$ cat src/rtl/mem_init_port.sv
// mem_init_port: SRAM front end that fills every word with INIT_VALUE
// after reset or on request, then opens a single-port client path.
// Ports:
//   clk, reset_n          clock, async active-low reset
//   init_req              one-cycle request to refill the SRAM (RUN only)
//   init_done             high while client access is open
//   req_valid/req_ready   client request handshake
//   req_wmode/addr/wdata/wmask  client request fields (1 = write)
//   rsp_valid/rsp_rdata   read response, one cycle after acceptance
//   mem_en/we/addr/din    SRAM control and write data
//   mem_dout              SRAM read data, one cycle after an enabled read
module mem_init_port #(
   parameter int                         MEM_DATAWIDTH = 64,
   parameter int                         MEM_ADDRWIDTH = 14,
   parameter logic [MEM_DATAWIDTH-1:0]   INIT_VALUE    = '0
) (
   input  logic                          clk,
   input  logic                          reset_n,
   input  logic                          init_req,
   output logic                          init_done,
   input  logic                          req_valid,
   output logic                          req_ready,
   input  logic                          req_wmode,
   input  logic [MEM_ADDRWIDTH-1:0]      req_addr,
   input  logic [MEM_DATAWIDTH-1:0]      req_wdata,
   input  logic [MEM_DATAWIDTH/8-1:0]    req_wmask,
   output logic                          rsp_valid,
   output logic [MEM_DATAWIDTH-1:0]      rsp_rdata,
   output logic                          mem_en,
   output logic [MEM_DATAWIDTH/8-1:0]    mem_we,
   output logic [MEM_ADDRWIDTH-1:0]      mem_addr,
   output logic [MEM_DATAWIDTH-1:0]      mem_din,
   input  logic [MEM_DATAWIDTH-1:0]      mem_dout
);

   localparam int NB = MEM_DATAWIDTH / 8;

   typedef enum logic [1:0] {
      S_IDLE,
      S_INIT,
      S_RUN
   } state_t;

   state_t                 r_state;
   state_t                 w_next;
   logic [MEM_ADDRWIDTH-1:0] r_cnt;
   logic [MEM_ADDRWIDTH-1:0] w_cnt_next;
   logic                   r_init_done;
   logic                   r_rsp_valid;
   logic                   w_cnt_last;
   logic                   w_accept;
   logic                   w_rd_accept;

   assign w_cnt_last  = &r_cnt;
   // init_req closes the door on the same cycle's request
   assign w_accept    = (r_state == S_RUN) & req_valid & ~init_req;
   assign w_rd_accept = w_accept & ~req_wmode;

   always_comb begin
      w_next     = r_state;
      w_cnt_next = r_cnt;
      mem_en     = 1'b0;
      mem_we     = '0;
      mem_addr   = '0;
      mem_din    = '0;
      req_ready  = 1'b0;
      unique case (r_state)
         S_IDLE: begin
            w_next     = S_INIT;
            w_cnt_next = '0;
         end
         S_INIT: begin
            mem_en   = 1'b1;
            mem_we   = '1;
            mem_addr = r_cnt;
            mem_din  = INIT_VALUE;
            // last word: leave on this edge instead of wrapping
            if (w_cnt_last) begin
               w_next     = S_RUN;
               w_cnt_next = '0;
            end else begin
               w_cnt_next = r_cnt + 1'b1;
            end
         end
         S_RUN: begin
            req_ready = ~init_req;
            mem_en    = w_accept;
            mem_we    = {NB{w_accept & req_wmode}} & req_wmask;
            mem_addr  = req_addr;
            mem_din   = req_wdata;
            if (init_req) begin
               w_next     = S_INIT;
               w_cnt_next = '0;
            end
         end
         default: begin
            w_next     = S_IDLE;
            w_cnt_next = '0;
         end
      endcase
   end

   always_ff @(posedge clk or negedge reset_n) begin
      if (!reset_n) begin
         r_state     <= S_IDLE;
         r_cnt       <= '0;
         r_init_done <= 1'b0;
         r_rsp_valid <= 1'b0;
      end else begin
         r_state     <= w_next;
         r_cnt       <= w_cnt_next;
         r_init_done <= (w_next == S_RUN);
         r_rsp_valid <= w_rd_accept;
      end
   end

   assign init_done = r_init_done;
   assign rsp_valid = r_rsp_valid;
   // SRAM data is only exposed alongside its valid
   assign rsp_rdata = r_rsp_valid ? mem_dout : '0;

endmodule
$ cat config.mk
export PLATFORM = sky130hd
export DESIGN_NAME = mem_init_port
export DESIGN_NICKNAME = d
export VERILOG_FILES = /design/src/rtl/mem_init_port.sv
export SDC_FILE = /design/constraint.sdc
export NUM_CORES = 1
export LEC_CHECK = 0
export CAP_MARGIN = 5
export CELL_PAD_IN_SITES_DETAIL_PLACEMENT = 0
export CELL_PAD_IN_SITES_GLOBAL_PLACEMENT = 1
export CORE_ASPECT_RATIO = 1.1
export CORE_MARGIN = 2
export CORE_UTILIZATION = 16
export CTS_CLUSTER_SIZE = 16
export DETAILED_ROUTE_END_ITERATION = 10
export HOLD_SLACK_MARGIN = 0.03
export PLACE_DENSITY = 0.9
export SETUP_SLACK_MARGIN = 0.05
export SLEW_MARGIN = 30
export SYNTH_ARGS = -nofsm -noshare
export SYNTH_HDL_FRONTEND = slang
export SYNTH_SLANG_ARGS = --single-unit
$ cat constraint.sdc
create_clock -name clk -period 4.77 [get_ports clk]
set_input_delay 0.477 -clock clk [delete_from_list [all_inputs] [get_ports clk]]
set_output_delay 0.477 -clock clk [all_outputs]
set_load 0.005 [all_outputs]
==> metrics.cfg <==
[run_status]
result_of_the_run = finished clean

[critical_path]
critical_path_rt_ns = 4.29
endpoint_kind = primary output
worstPathCellList = clkdlybuf4s50_1 > nand2b_4 > inv_2 > and3_1 > a21oi_1 > nor2b_1 > clkdlybuf4s50_1
worst_path_bufs_invs = 3
critical-path-top-delay-family = buffers and inverters
critical_path_class = primary input to primary output
crit_path_max_fanout = 20
crit_path_frequent_cell = clkdlybuf4s50_1
timing.critical_path.slowest_stage_cell = clkdlybuf4s50_1
startpoint_type = primary input
cp.arrival_ns = 2.77
critical-path-max-stage-delay_ns = 0.51

[cts]
numClockSinks = 18
cts_max_path_buffers = 2
cts_root_buffer = clkbuf_16
cts_hold_buf = 0
clkTransAtPathRegs_ns = 0.05
tritoncts = yes
later_pin_clock_latency_in_the_skew_report_ns = 0.25
post_cts.resized_instances = 0
postCtsSetupRepairBufs = 0
cts_buffer_count = 3
htree_num_levels = 1

[power]
power_density_mw_per_mm2 = 83.6
switching_share_pct = 17.5
sequentialPowerShare_pct = 32.4
power.net_switching_mw = 0.0825
max-vdd-ir-drop_v = 0.0000952
intPower_mw = 0.390
combinationalPowerShare_pct = 27.8
p_leak_nw = 2.21
power_frac_clock_pct = 39.8

[hold_path]
class_of_the_worst_hold_path = register to register

[sta]
fin_worst_skew_ns = 0.00310
tightest_slew_ns = 0.887
maxClockFrequency_mhz = 308
slew_violations = 0
min_period_over_period_pct = 68.2
finalHoldViolCount = 0
timing.slew.headroom_pct = 40.7
finalSetupTns_ns = 0
rsz0062_at_grt = false
setup_viol = 0
finalCriticalPeriod_ns = 3.25
hold_slack_ns = 0.615
worst_slack_ns = 1.52

[drt]
drt.antenna.violating_nets = 0
route.vias.total = 3283
drt-pass1-iter-count = 4
drt_drc_violations_left = 0
avgViaCountPerCell = 4.15
routed_wirelength_mm = 14.7
average_wire_per_cell_in_the_routed_design_um = 18.6
drt_iter0_markers = 154

[cells_and_area]
final_cell_mix = 308 x clkdlybuf4s50_1, 128 x and2_1, 21 x nor2b_1
design.final.nets = 759
finish.utilization_pct = 39.4
layout.cell_area.non_filler_sq_mm = 0.00565
num-fill-cells = 1398
syn_to_final_growth_pct = 143
layout_cells_sized_above_1_pct = 3.51
final_common_cell = clkdlybuf4s50_1

[synthesis]
synth_top_area_share_pct = 34.4
synth_sequential_area_ratio_pct = 19.4
ys_dominant_reg_cell = dfrtp_1
post_synthesis_instance_area_sq_mm = 0.00233
netlist.top_cell.by_area = and2_1
ys_top_cells_by_area = and2_1 34%, dfrtp_1 19%, nor2b_1 5.6%, a22oi_1 4.2%, clkbuf_1 2.9%
ys_async_sr_fraction_pct = 100
syn-num-nets = 470
synth.ff_latch_count = 18
yosys_warnings = 0
postSynthAreaPerCell_sq_um = 7.51
synth_enable_flop_cells = 0
post_synth_num_cell_types = 45
postSynthCellCount = 310

[die]
floorplan.die_area_sq_mm = 0.0155
floorplan.die.height_um = 130
fp.coreArea_sq_mm = 0.0143
row_count = 46
chipWidth_um = 119
io-pin-count = 309
start_util_pct = 16.2

[place]
place.gp.congestion = 0.910
placed_area_sq_mm = 0.00555
placement.setup.worst_slack_ns = 1.50
numPortBuffers = 308
dp_hpwl_mm = 12.2

[global_routing]
number_of_global_route_vias_before_repair = 3141
grt_pass1_wl_mm = 20.2
grt_start_max_net_pins = 80
groute.usage.overall_pct = 17.1
grt-ovfl-total = 0
number_of_antenna_violations_at_the_first_check_in_global_routing = 2

[run]
cap_violations = 0

==> cells in the mapped netlist, types with 2 or more instances <==
cell type,instances
a21oi_1,11
nand3_1,7
xnor2_1,4
inv_1,6
ha_1,5
dfrtp_1,18
nand4_1,3
a22oi_1,13
a31oi_1,2
o21ai_1,2
a21boi_0,2
o21bai_1,2
mux2i_1,3
nand2_1,13
o21ai_0,5
clkbuf_1,18
buf_6,2
nor3_1,4
and2_1,128
nor2b_1,21
buf_2,5
nor2_1,10
and4_4,2
nand4_4,3
==> per-layer routing <==
| layer | routed length [um] | global-route usage, % | up-vias |
|---|---|---|---|
| met3 | 1020 | 4.47 | 10 |
| li1 | - | - | 1595 |
| met5 | 0 | 0 | - |
| met1 | 6340 | 22.2 | 1527 |
| met4 | 166 | 2.94 | 0 |
| met2 | 7180 | 29.1 | 151 |
==> power by group through the flow <==
stage               sequential, mW  combinational [mW]  clock [mW]
floorplan                    0.156            0.000497           0
global placement             0.155               0.130           0
detailed placement           0.155               0.131           0
CTS                          0.153               0.132       0.191
global route                 0.153               0.139       0.198
finish                       0.153               0.131       0.188
==> worst min-delay path, cell delays in order, from the launching register on <==
cell and delay (ns):
dfrtp_1 0.42, nand2_1 0.07, o211ai_1 0.08
==> logic make-up (layout without fill, tap and decap cells) <==
group / count (synthesis) / in the layout / share of synthesized area [%]
AND/OR/NAND/NOR: 200 / 200 / 55.4
AO/OA/AOI/OAI: 45 / 45 / 12.9
buffers and inverters: 34 / 322 / 6.45
flip-flops: 18 / 18 / 19.4
adder cells (fa/ha/maj): 5 / 5 / 2.69
XOR/XNOR: 5 / 5 / 1.88
multiplexers: 3 / 3 / 1.29
other: 0 / 2 / 0
==> final timing paths <==
kind | startpoint | endpoint | slack (ns) | cells past startpoint
min in group asynchronous | reset_n | r_cnt[7] | 0.73 | 1
worst max-delay path | init_req | mem_we[1] | 1.52 | 7
max in group asynchronous | reset_n | r_state[0] | 3.50 | 1
worst min-delay path | r_cnt[10] | r_cnt[10] | 0.62 | 2
worst min register to register | r_cnt[10] | r_cnt[10] | 0.62 | 2
worst max register to register | r_state[1] | init_done | 2.54 | 6
==> registers in the layout, summed over array words and instances, names as in the netlist <==
signal	count
r_cnt	14
rsp_valid	1
r_state	2
init_done	1
==> area by class of cell <==
| class | instances | area [sq um] | share of cell area, % |
|---|---|---|---|
| repair buffers | 311 | 3110 | 55.0 |
| multi-input cells | 258 | 1730 | 30.6 |
| clock buffers | 4 | 88.8 | 1.57 |
| diodes | 2 | 5.00 | 0.0887 |
| inverters | 7 | 26.3 | 0.465 |
| flip-flops and latches | 18 | 450 | 7.98 |
| well taps | 192 | 240 | 4.26 |
==> stage by stage <==
| step | power, mW | cells |
|---|---|---|
| 3_5_place_dp | 0.287 | 786 |
| 2_1_floorplan | 0.156 | 310 |
| 5_1_grt | 0.489 | 790 |
| 6_report | 0.472 | 792 |
| 4_1_cts | 0.476 | 790 |
| 3_3_place_gp | 0.286 | 786 |
No activity file was read; power rests on OpenSTA's default activity.
